==> config.mk <==
export PLATFORM = sky130hd
export DESIGN_NAME = rca_pipe_addsub_flat
export DESIGN_NICKNAME = d
export VERILOG_FILES = /design/src/rtl/rca_pipe_addsub_pkg.sv /design/src/rtl/rca_pipe_addsub_if.sv /design/src/rtl/rca_pipe_addsub_chunk.sv /design/src/rtl/rca_pipe_addsub.sv /design/src/flat_wrapper.sv
export SDC_FILE = /design/constraint.sdc
export NUM_CORES = 1
export LEC_CHECK = 0
export ABC_AREA = 0
export BUFFER_PORTS_ARGS = -buffer_cell sky130_fd_sc_hd__buf_2
export CAP_MARGIN = 0
export CORE_ASPECT_RATIO = 0.6
export CORE_UTILIZATION = 51
export DETAILED_ROUTE_END_ITERATION = 8
export HOLD_SLACK_MARGIN = 0.15
export PLACE_DENSITY = 0.71
export SLEW_MARGIN = 20
export SYNTH_ARGS = -nofsm -noshare
export SYNTH_HDL_FRONTEND = slang
export SYNTH_SLANG_ARGS = --single-unit
==> constraint.sdc <==
create_clock -name clk -period 2.72 [get_ports clk]
set_input_delay 0.544 -clock clk [delete_from_list [all_inputs] [get_ports clk]]
set_output_delay 0.544 -clock clk [all_outputs]
set_load 0.05 [all_outputs]
==> src/rtl/rca_pipe_addsub_pkg.sv <==
// ---------------------------------------------------------------------------
// rca_pipe_addsub_pkg
// Shared definitions for the pipelined adder family (ripple, and later the
// carry-select / lookahead variants):
//   MODE_ADD / MODE_SUB : encodings of the 'sub' operation select
//   chunk_width()       : bits handled per pipeline stage
//   cfg_ok()            : legality check for a WIDTH/STAGES pairing
// No ports; imported with import rca_pipe_addsub_pkg::*.
// ---------------------------------------------------------------------------
package rca_pipe_addsub_pkg;

    localparam logic MODE_ADD = 1'b0;
    localparam logic MODE_SUB = 1'b1;

    // Each stage owns an equal slice of the operand. A degenerate stage
    // count falls back to one chunk so elaboration can still report the
    // configuration error cleanly instead of dividing by zero.
    function automatic int chunk_width(input int width, input int stages);
        return (stages >= 1) ? (width / stages) : width;
    endfunction

    // WIDTH must split into STAGES equal, non-empty chunks.
    function automatic bit cfg_ok(input int width, input int stages);
        return (stages >= 1) && (width >= stages) && ((width % stages) == 0);
    endfunction

endpackage

==> src/rtl/rca_pipe_addsub_if.sv <==
// ---------------------------------------------------------------------------
// rca_pipe_addsub_if
// Handshake bundle of the pipelined adder/subtractor.
//   Input side : in_valid, in_ready, a, b, cin, sub
//   Output side: out_valid, out_ready, s, co (and ovf when ADDER_OVF_EN)
// Modports:
//   master : the client that supplies operands and consumes results
//   slave  : the adder itself
// Optional feature macro: ADDER_OVF_EN adds the 1-bit signed overflow flag.
// ---------------------------------------------------------------------------
interface rca_pipe_addsub_if #(
    parameter int WIDTH = 16
);
    logic             in_valid;
    logic             in_ready;
    logic [WIDTH-1:0] a;
    logic [WIDTH-1:0] b;
    logic             cin;
    logic             sub;
    logic             out_valid;
    logic             out_ready;
    logic [WIDTH-1:0] s;
    logic             co;
`ifdef ADDER_OVF_EN
    logic             ovf;
`endif

    modport master (
        output in_valid, a, b, cin, sub, out_ready,
`ifdef ADDER_OVF_EN
        input  ovf,
`endif
        input  in_ready, out_valid, s, co
    );

    modport slave (
        input  in_valid, a, b, cin, sub, out_ready,
`ifdef ADDER_OVF_EN
        output ovf,
`endif
        output in_ready, out_valid, s, co
    );

endinterface

==> src/rtl/rca_pipe_addsub_chunk.sv <==
// ---------------------------------------------------------------------------
// rca_chunk
// Purely combinational CHUNK-bit ripple-carry adder; one instance per
// pipeline stage of rca_pipe_addsub. Holds no state.
//   x, y : CHUNK-bit operand slices
//   ci   : carry into bit 0
//   sum  : CHUNK-bit sum slice
//   co   : carry out of the top bit
// ---------------------------------------------------------------------------
module rca_chunk #(
    parameter int CHUNK = 4
) (
    input  logic [CHUNK-1:0] x,
    input  logic [CHUNK-1:0] y,
    input  logic             ci,
    output logic [CHUNK-1:0] sum,
    output logic             co
);

    logic [CHUNK:0] carry;

    // Classic full-adder chain; carry[i] is the carry into bit i.
    always_comb begin
        carry    = '0;
        sum      = '0;
        carry[0] = ci;
        for (int i = 0; i < CHUNK; i++) begin
            sum[i]     = x[i] ^ y[i] ^ carry[i];
            carry[i+1] = (x[i] & y[i]) | (carry[i] & (x[i] ^ y[i]));
        end
    end

    assign co = carry[CHUNK];

endmodule

==> src/rtl/rca_pipe_addsub.sv <==
// ---------------------------------------------------------------------------
// rca_pipe_addsub
// Pipelined ripple-carry adder/subtractor. The WIDTH-bit operation is cut
// into STAGES equal chunks; stage k adds chunk k and registers its carry
// for stage k+1. Latency is STAGES cycles, throughput one result per cycle.
//   clk : clock, all state on the rising edge
//   rst : synchronous active-high reset, clears every valid bit and s/co
//   bus : rca_pipe_addsub_if.slave
//         a, b, cin, sub, in_valid / in_ready   -> operands in
//         s, co, out_valid / out_ready          -> result out
//         sub=0: {co,s} = a + b + cin
//         sub=1: {co,s} = a + ~b + 1  (co = no-borrow, cin ignored)
// Optional feature macro: ADDER_OVF_EN drives bus.ovf with the
// two's-complement overflow of the operation, pipelined alongside s.
// ---------------------------------------------------------------------------
module rca_pipe_addsub
    import rca_pipe_addsub_pkg::*;
#(
    parameter int WIDTH  = 16,
    parameter int STAGES = 4
) (
    input  logic              clk,
    input  logic              rst,
    rca_pipe_addsub_if.slave  bus
);

    localparam int CHUNK = chunk_width(WIDTH, STAGES);
    localparam int LAST  = STAGES - 1;

    if (!cfg_ok(WIDTH, STAGES)) begin : g_bad_cfg
        $error("rca_pipe_addsub: WIDTH must be a multiple of STAGES and STAGES >= 1");
    end

    logic advance;

    // The whole pipe moves as one: it only stops when a finished result is
    // sitting at the output and nobody takes it.
    assign advance      = bus.out_ready || !bus.out_valid;
    assign bus.in_ready = advance && !rst;

    for (genvar k = 0; k < STAGES; k++) begin : g_stage

        logic [WIDTH-1:0] a_in;
        logic [WIDTH-1:0] b_in;
        logic [WIDTH-1:0] s_in;
        logic             c_in;
        logic             v_in;
        logic [WIDTH-1:0] s_next;
        logic [CHUNK-1:0] chunk_sum;
        logic             chunk_co;

        logic [WIDTH-1:0] st_a;
        logic [WIDTH-1:0] st_b;
        logic [WIDTH-1:0] st_s;
        logic             st_c;
        logic             st_v;

        // Stage 0 folds subtraction into the operands once (invert b and
        // force the carry-in), so every later stage is a plain add. The
        // other stages take operands, partial sum and carry from the
        // registers of the stage before them.
        if (k == 0) begin : g_first
            assign a_in = bus.a;
            assign b_in = (bus.sub == MODE_SUB) ? ~bus.b : bus.b;
            assign c_in = (bus.sub == MODE_SUB) ? 1'b1 : bus.cin;
            assign s_in = '0;
            assign v_in = bus.in_valid;
        end else begin : g_rest
            assign a_in = g_stage[k-1].st_a;
            assign b_in = g_stage[k-1].st_b;
            assign c_in = g_stage[k-1].st_c;
            assign s_in = g_stage[k-1].st_s;
            assign v_in = g_stage[k-1].st_v;
        end

        rca_chunk #(
            .CHUNK (CHUNK)
        ) u_chunk (
            .x   (a_in[k*CHUNK +: CHUNK]),
            .y   (b_in[k*CHUNK +: CHUNK]),
            .ci  (c_in),
            .sum (chunk_sum),
            .co  (chunk_co)
        );

        // Lower sum bits finished by earlier stages pass through untouched;
        // this stage drops its own chunk into place.
        always_comb begin
            s_next                    = s_in;
            s_next[k*CHUNK +: CHUNK]  = chunk_sum;
        end

        // Stage register: operands still to be processed, partial sum,
        // carry into the next chunk and the slot's valid bit.
        always_ff @(posedge clk) begin
            if (rst) begin
                st_v <= 1'b0;
                st_a <= '0;
                st_b <= '0;
                st_s <= '0;
                st_c <= 1'b0;
            end else if (advance) begin
                st_v <= v_in;
                st_a <= a_in;
                st_b <= b_in;
                st_s <= s_next;
                st_c <= chunk_co;
            end
        end

        // Bits already consumed by this or earlier chunks are dead from here
        // on; synthesis trims them.
        logic unused_stage;
        assign unused_stage = ^{st_a, st_b};

    end

    assign bus.out_valid = g_stage[LAST].st_v;
    assign bus.s         = g_stage[LAST].st_s;
    assign bus.co        = g_stage[LAST].st_c;

`ifdef ADDER_OVF_EN
    logic ovf_next;
    logic ovf_q;

    // With b already inverted for subtraction, both modes reduce to the
    // add rule: operands of equal sign giving a result of the other sign.
    assign ovf_next = (g_stage[LAST].a_in[WIDTH-1] == g_stage[LAST].b_in[WIDTH-1]) &&
                      (g_stage[LAST].s_next[WIDTH-1] != g_stage[LAST].a_in[WIDTH-1]);

    // Registered with the final stage so it stays aligned with s and co.
    always_ff @(posedge clk) begin
        if (rst) begin
            ovf_q <= 1'b0;
        end else if (advance) begin
            ovf_q <= ovf_next;
        end
    end

    assign bus.ovf = ovf_q;
`endif

endmodule

==> src/flat_wrapper.sv <==
// flat-port wrapper written by rule: the top's interface ports become plain ports
module rca_pipe_addsub_flat import rca_pipe_addsub_pkg::*;
#(
    parameter int WIDTH  = 16,
    parameter int STAGES = 4
)
  (clk, rst, bus_in_valid, bus_a, bus_b, bus_cin, bus_sub, bus_out_ready, bus_in_ready, bus_out_valid, bus_s, bus_co);
  rca_pipe_addsub_if #(.WIDTH(WIDTH)) bus_i ();
  input  logic clk;
  input  logic rst;
  input wire logic [$bits(bus_i.in_valid)-1:0] bus_in_valid;
  input wire logic [$bits(bus_i.a)-1:0] bus_a;
  input wire logic [$bits(bus_i.b)-1:0] bus_b;
  input wire logic [$bits(bus_i.cin)-1:0] bus_cin;
  input wire logic [$bits(bus_i.sub)-1:0] bus_sub;
  input wire logic [$bits(bus_i.out_ready)-1:0] bus_out_ready;
  output wire logic [$bits(bus_i.in_ready)-1:0] bus_in_ready;
  output wire logic [$bits(bus_i.out_valid)-1:0] bus_out_valid;
  output wire logic [$bits(bus_i.s)-1:0] bus_s;
  output wire logic [$bits(bus_i.co)-1:0] bus_co;
  assign bus_i.in_valid = bus_in_valid;
  assign bus_i.a = bus_a;
  assign bus_i.b = bus_b;
  assign bus_i.cin = bus_cin;
  assign bus_i.sub = bus_sub;
  assign bus_i.out_ready = bus_out_ready;
  assign bus_in_ready = bus_i.in_ready;
  assign bus_out_valid = bus_i.out_valid;
  assign bus_s = bus_i.s;
  assign bus_co = bus_i.co;
  rca_pipe_addsub #(.WIDTH(WIDTH), .STAGES(STAGES)) u_core (.clk(clk), .rst(rst), .bus(bus_i));
endmodule
; ---- Word level (Yosys, flattened, before mapping)
; Cells that the tools add are included.
[word_totals]
word_cells = 105
mem_bits_ro = 0
n_memories = 0
latchBits = 0
ram_bits = 0
reg_bits = 144
[classes]
reduce_logical = 4
bitwise_logic = 81
mul = 0
n_shift = 0
order_cmp = 0
addsub = 0
n_eq_ne = 0
div = 0
mux = 2
[ops]
columns = op, n
row1 = AND 1 bit, 32
row2 = XOR 1 bit, 32
row3 = 2-to-1 mux 16 bit, 1
row4 = inverter 16 bit, 1
row5 = bitwise OR 1 bit, 16
row6 = logical NOT 1 bit, 2
row7 = logical AND 1 bit, 1
row8 = logical OR 1 bit, 1
row9 = 2-to-1 mux 1 bit, 1

; ---- Depth between registers and ports, before layout
[logic_depth]
ltp_word = 11
mapped_depth = 12
depth_no_buf = 10

; ---- Cells and area by module
; From an unflattened synthesis, not the netlist that was laid out.
[hier_totals]
cells_unflattened = 481
area_unflattened_um2 = 4013.8
[by_module_without_submodules]
columns = mod, area_each_um2, n_inst, cells_each
row1 = rca_pipe_addsub, 3543.4, 1, 425
row2 = rca_chunk, 117.6, 4, 14

; ---- Worst setup path before layout
; Ideal clock, no wire load.
[synth_path]
path_kind = input-to-reg
from = input bus_sub
to = register u_core.g_stage[0].st_s[3]
arrival_ns = 2.535
path_buffers = 2
required_time_ns = 2.588
path_slack_ns = 0.052
cell_stages = 12
cell_sequence = buf_4 -> buf_6 -> xnor2_1 -> fa_1 -> inv_1 -> fa_1 -> inv_1 -> fa_1 -> inv_1 -> fa_1 -> nand2_1 -> a21oi_1
[synth_between]
elab_chain_cells = 9
[synth_lines]
columns = item, line_no
row1 = from (decl), flat_wrapper.sv:15  ; input wire logic [$bits(bus_i.sub)-1:0] bus_sub;
row2 = 2-to-1 mux 16 bit, rca_pipe_addsub.sv:64  ; assign b_in = (bus.sub == MODE_SUB) ? ~bus.b : bus.b;
row3 = XOR 1 bit, rca_pipe_addsub_chunk.sv:29  ; carry[i+1] = (x[i] & y[i]) | (carry[i] & (x[i] ^ y[i]));
row4 = AND 1 bit, rca_pipe_addsub_chunk.sv:29
row5 = bitwise OR 1 bit, rca_pipe_addsub_chunk.sv:29
row6 = AND 1 bit, rca_pipe_addsub_chunk.sv:29
row7 = bitwise OR 1 bit, rca_pipe_addsub_chunk.sv:29
row8 = AND 1 bit, rca_pipe_addsub_chunk.sv:29
row9 = bitwise OR 1 bit, rca_pipe_addsub_chunk.sv:29
row10 = XOR 1 bit *, rca_pipe_addsub_chunk.sv:28  ; sum[i] = x[i] ^ y[i] ^ carry[i];
row11 = via u_core.g_stage[0].chunk_sum[3], rca_pipe_addsub.sv:49  ; logic [CHUNK-1:0] chunk_sum;
row12 = to (signal assigned), rca_pipe_addsub.sv:106  ; st_s <= s_next;
row13 = to (decl), rca_pipe_addsub.sv:54  ; logic [WIDTH-1:0] st_s;
; The timed path passes the listed nets; every way through them passes the cells marked *.
; A chain may end at the register's enable or synchronous reset.

; ---- Worst setup path in the final report
; Same ends and word-level chain as after synthesis.

==> flow_summary.yaml <==
global_routing:
  grt_max_degree: 78
  grt_pass1_wl_mm: 12.55
  grt_overflow: 0
  grt_use_total_pct: 20.57
  antenna_found_initial: 0
  grt_pass1_vias: 2520
final_layout:
  layout.cells.non_filler: 604
  drive_gt1_share_pct: 17.40
  mostFrequentLayoutCell: "nand2_1"
  fin_nets: 549
  final_cell_mix: "nand2_1 (144), dfxtp_1 (96), a21oi_1 (72), buf_2 (55), nor2_1 (27)"
  fillers: 697
  area_growth_pct: 14.64
  multi_input_area_um2: 1713
  postLayoutCellArea_um2: 4517
  antenna_cells: 0
  seqCellArea_um2: 1922
die:
  start_util_pct: 53.55
  ioPinCount: 57
  die_w_um: 115.5
  die_area_um2: 8093
  core_area_um2: 7357
  die_h_um: 70.09
  row_count: 24
setup_path:
  crit_start: "bus_sub"
  cp.required_ns: 2.93
  startpoint_type: "input pin"
  crit_path_end_kind: "register"
  crit_fanout: 4
  r2r-start: "u_core.g_stage[0].st_c$_SDFFE_PP0N_"
  critPathKind: "input pin to register"
  worst_ep_arrival_time_ns: 2.47
placed_design:
  placed_cell_area_um2: 4215
  place_congestion: 0.7576
  portBuffers: 56
  placed_cells: 588
  dp_slack_ns: 0.1048
  place_hpwl_mm: 4.765
logic_synthesis:
  synth_nets: 511
  synthCells: 457
  netlist.area_leader.share_pct: 48.78
  synth.yosys.warnings: 0
  ys_seq_elements: 96
  syn_area_um2: 3940
  synthDistinctLibCells: 16
  synth_area_leaders: "dfxtp_1 (49%), nand2_1 (14%), a21oi_1 (9.1%)"
  post-synth-top-area-cell: "dfxtp_1"
  ys_seq_area_share_pct: 48.78
  syn_area_per_cell_um2: 8.622
clock_network:
  htree_levels: 3
  post_cts_buffers: 0
  cts_made_buffers: 9
  clk_pin_slew_ns: 0.06
  cts.sink_count: 96
  cts_tree: "done"
  clockBufferDepth: 2
  hold_buffers: 0
  cts.repair.resized: 0
  clk_latency_ns: 0.34
  root_buffer: "clkbuf_16"
worst_hold_path:
  hp-start: "bus_a[15]"
  min-delay-path-class: "input pin to register"
timing:
  final-setup-viol-count: 0
  min_period_ns: 2.265
  finClkSkew_ns: 0.004572
  max_freq_mhz: 441.5
  hold_slack_ns: 0.4424
  slew_headroom_pct: 61.01
  fin_setup_tns_ns: 0
  drv_slew: 0
  tightest_slew_ns: 0.5849
  period_share_pct: 83.27
  setup_ws_ns: 0.4552
  rsz0062_at_grt: "false"
  finalHoldViolations: 0
routing:
  vias_per_cell: 4.750
  routed_wl_mm: 7.484
  drc: 0
  drt_iter0_drc: 277
  wl_per_cell_um: 12.39
  final_antenna_net_count: 0
  vias: 2869
  drtPass1Iterations: 4
power_and_ir_drop:
  p_leak_nw: 1.866
  power.density_nw_per_um2: 692.9
  worst_ir_drop_vdd_v: 0.0003494
flow_run:
  maxCapViolations: 0
run_status:
  status: "completed"
## stage by stage
stage	util, %	total power [mW]
3_5_place_dp	57.30	1.895
4_1_cts	61.39	3.157
2_1_floorplan	-	1.802
3_3_place_gp	57.30	1.886
5_1_grt	61.39	3.264
6_report	61.39	3.130
## worst paths after layout
path,to,slack (ns),depth (start not counted)
hold reg to reg,u_core.bus.s[5]$_SDFFE_PP0N_,0.45,2
setup / recovery,u_core.g_stage[0].st_s[3]$_SDFFE_PP0N_,0.46,11
setup reg to reg,u_core.g_stage[1].st_s[7]$_SDFFE_PP0N_,0.52,8
hold / removal,u_core.g_stage[0].st_a[15]$_SDFFE_PP0N_,0.44,3
## area by class of cell
cell class	instances	area share, %
multi-input cells	300	37.92
inverters	26	2.161
clock buffers	14	5.845
clock inverters	2	0.8310
flip-flops and latches	96	42.55
well taps	104	2.881
repair buffers	62	7.812
## worst max-delay path, cell delays in order
cell     delay, ns
buf_2         0.13
xnor2_1       0.14
fa_1          0.40
inv_1         0.09
fa_1          0.16
inv_1         0.05
fa_1          0.36
inv_1         0.07
fa_1          0.40
nand2_1       0.07
a21oi_1       0.06
## per-layer routing
layer  global-route usage (%)  vias up  share of wire, %
met5                        0        -                 0
met4                    6.926        0              0.61
met3                    6.597        4               5.3
met2                    24.95       78                39
met1                    32.92     1271                55
li1                         -     1516                 -
## cell usage after synthesis, drive strengths merged
cell    instances
nor2b           1
xor2            4
xnor2          12
clkbuf          7
nor2           27
buf            28
fa             16
inv            26
a21oi          72
a211oi         23
nand2         144
dfxtp          96
nand2b          1
## flip-flops by register name, summed over array words and instances (netlist names)
signal and count:
u_core.bus.co 1, u_core.bus.out_valid 1, u_core.bus.s 16, u_core.g_stage.st_a 24, u_core.g_stage.st_b 24, u_core.g_stage.st_c 3, u_core.g_stage.st_s 24, u_core.g_stage.st_v 3
## logic make-up (layout without fill, tap and decap cells)
logic type	count (synthesis)	in the layout	synth area share, %
AOI/OAI and AO/OA	95	95	14.80
xor gates and xnor gates	16	16	3.557
adders and majority gates	16	16	8.130
buffers and inverters	61	104	8.130
DFF	96	96	48.78
and+or+nand+nor	173	173	16.61
## power by group
group,total (mW),switching [mW],internal (mW)
clock,1.26,0.500,0.764
combinational,0.313,0.186,0.127
sequential,1.55,0.0525,1.50
No activity file was read; power rests on OpenSTA's default activity.
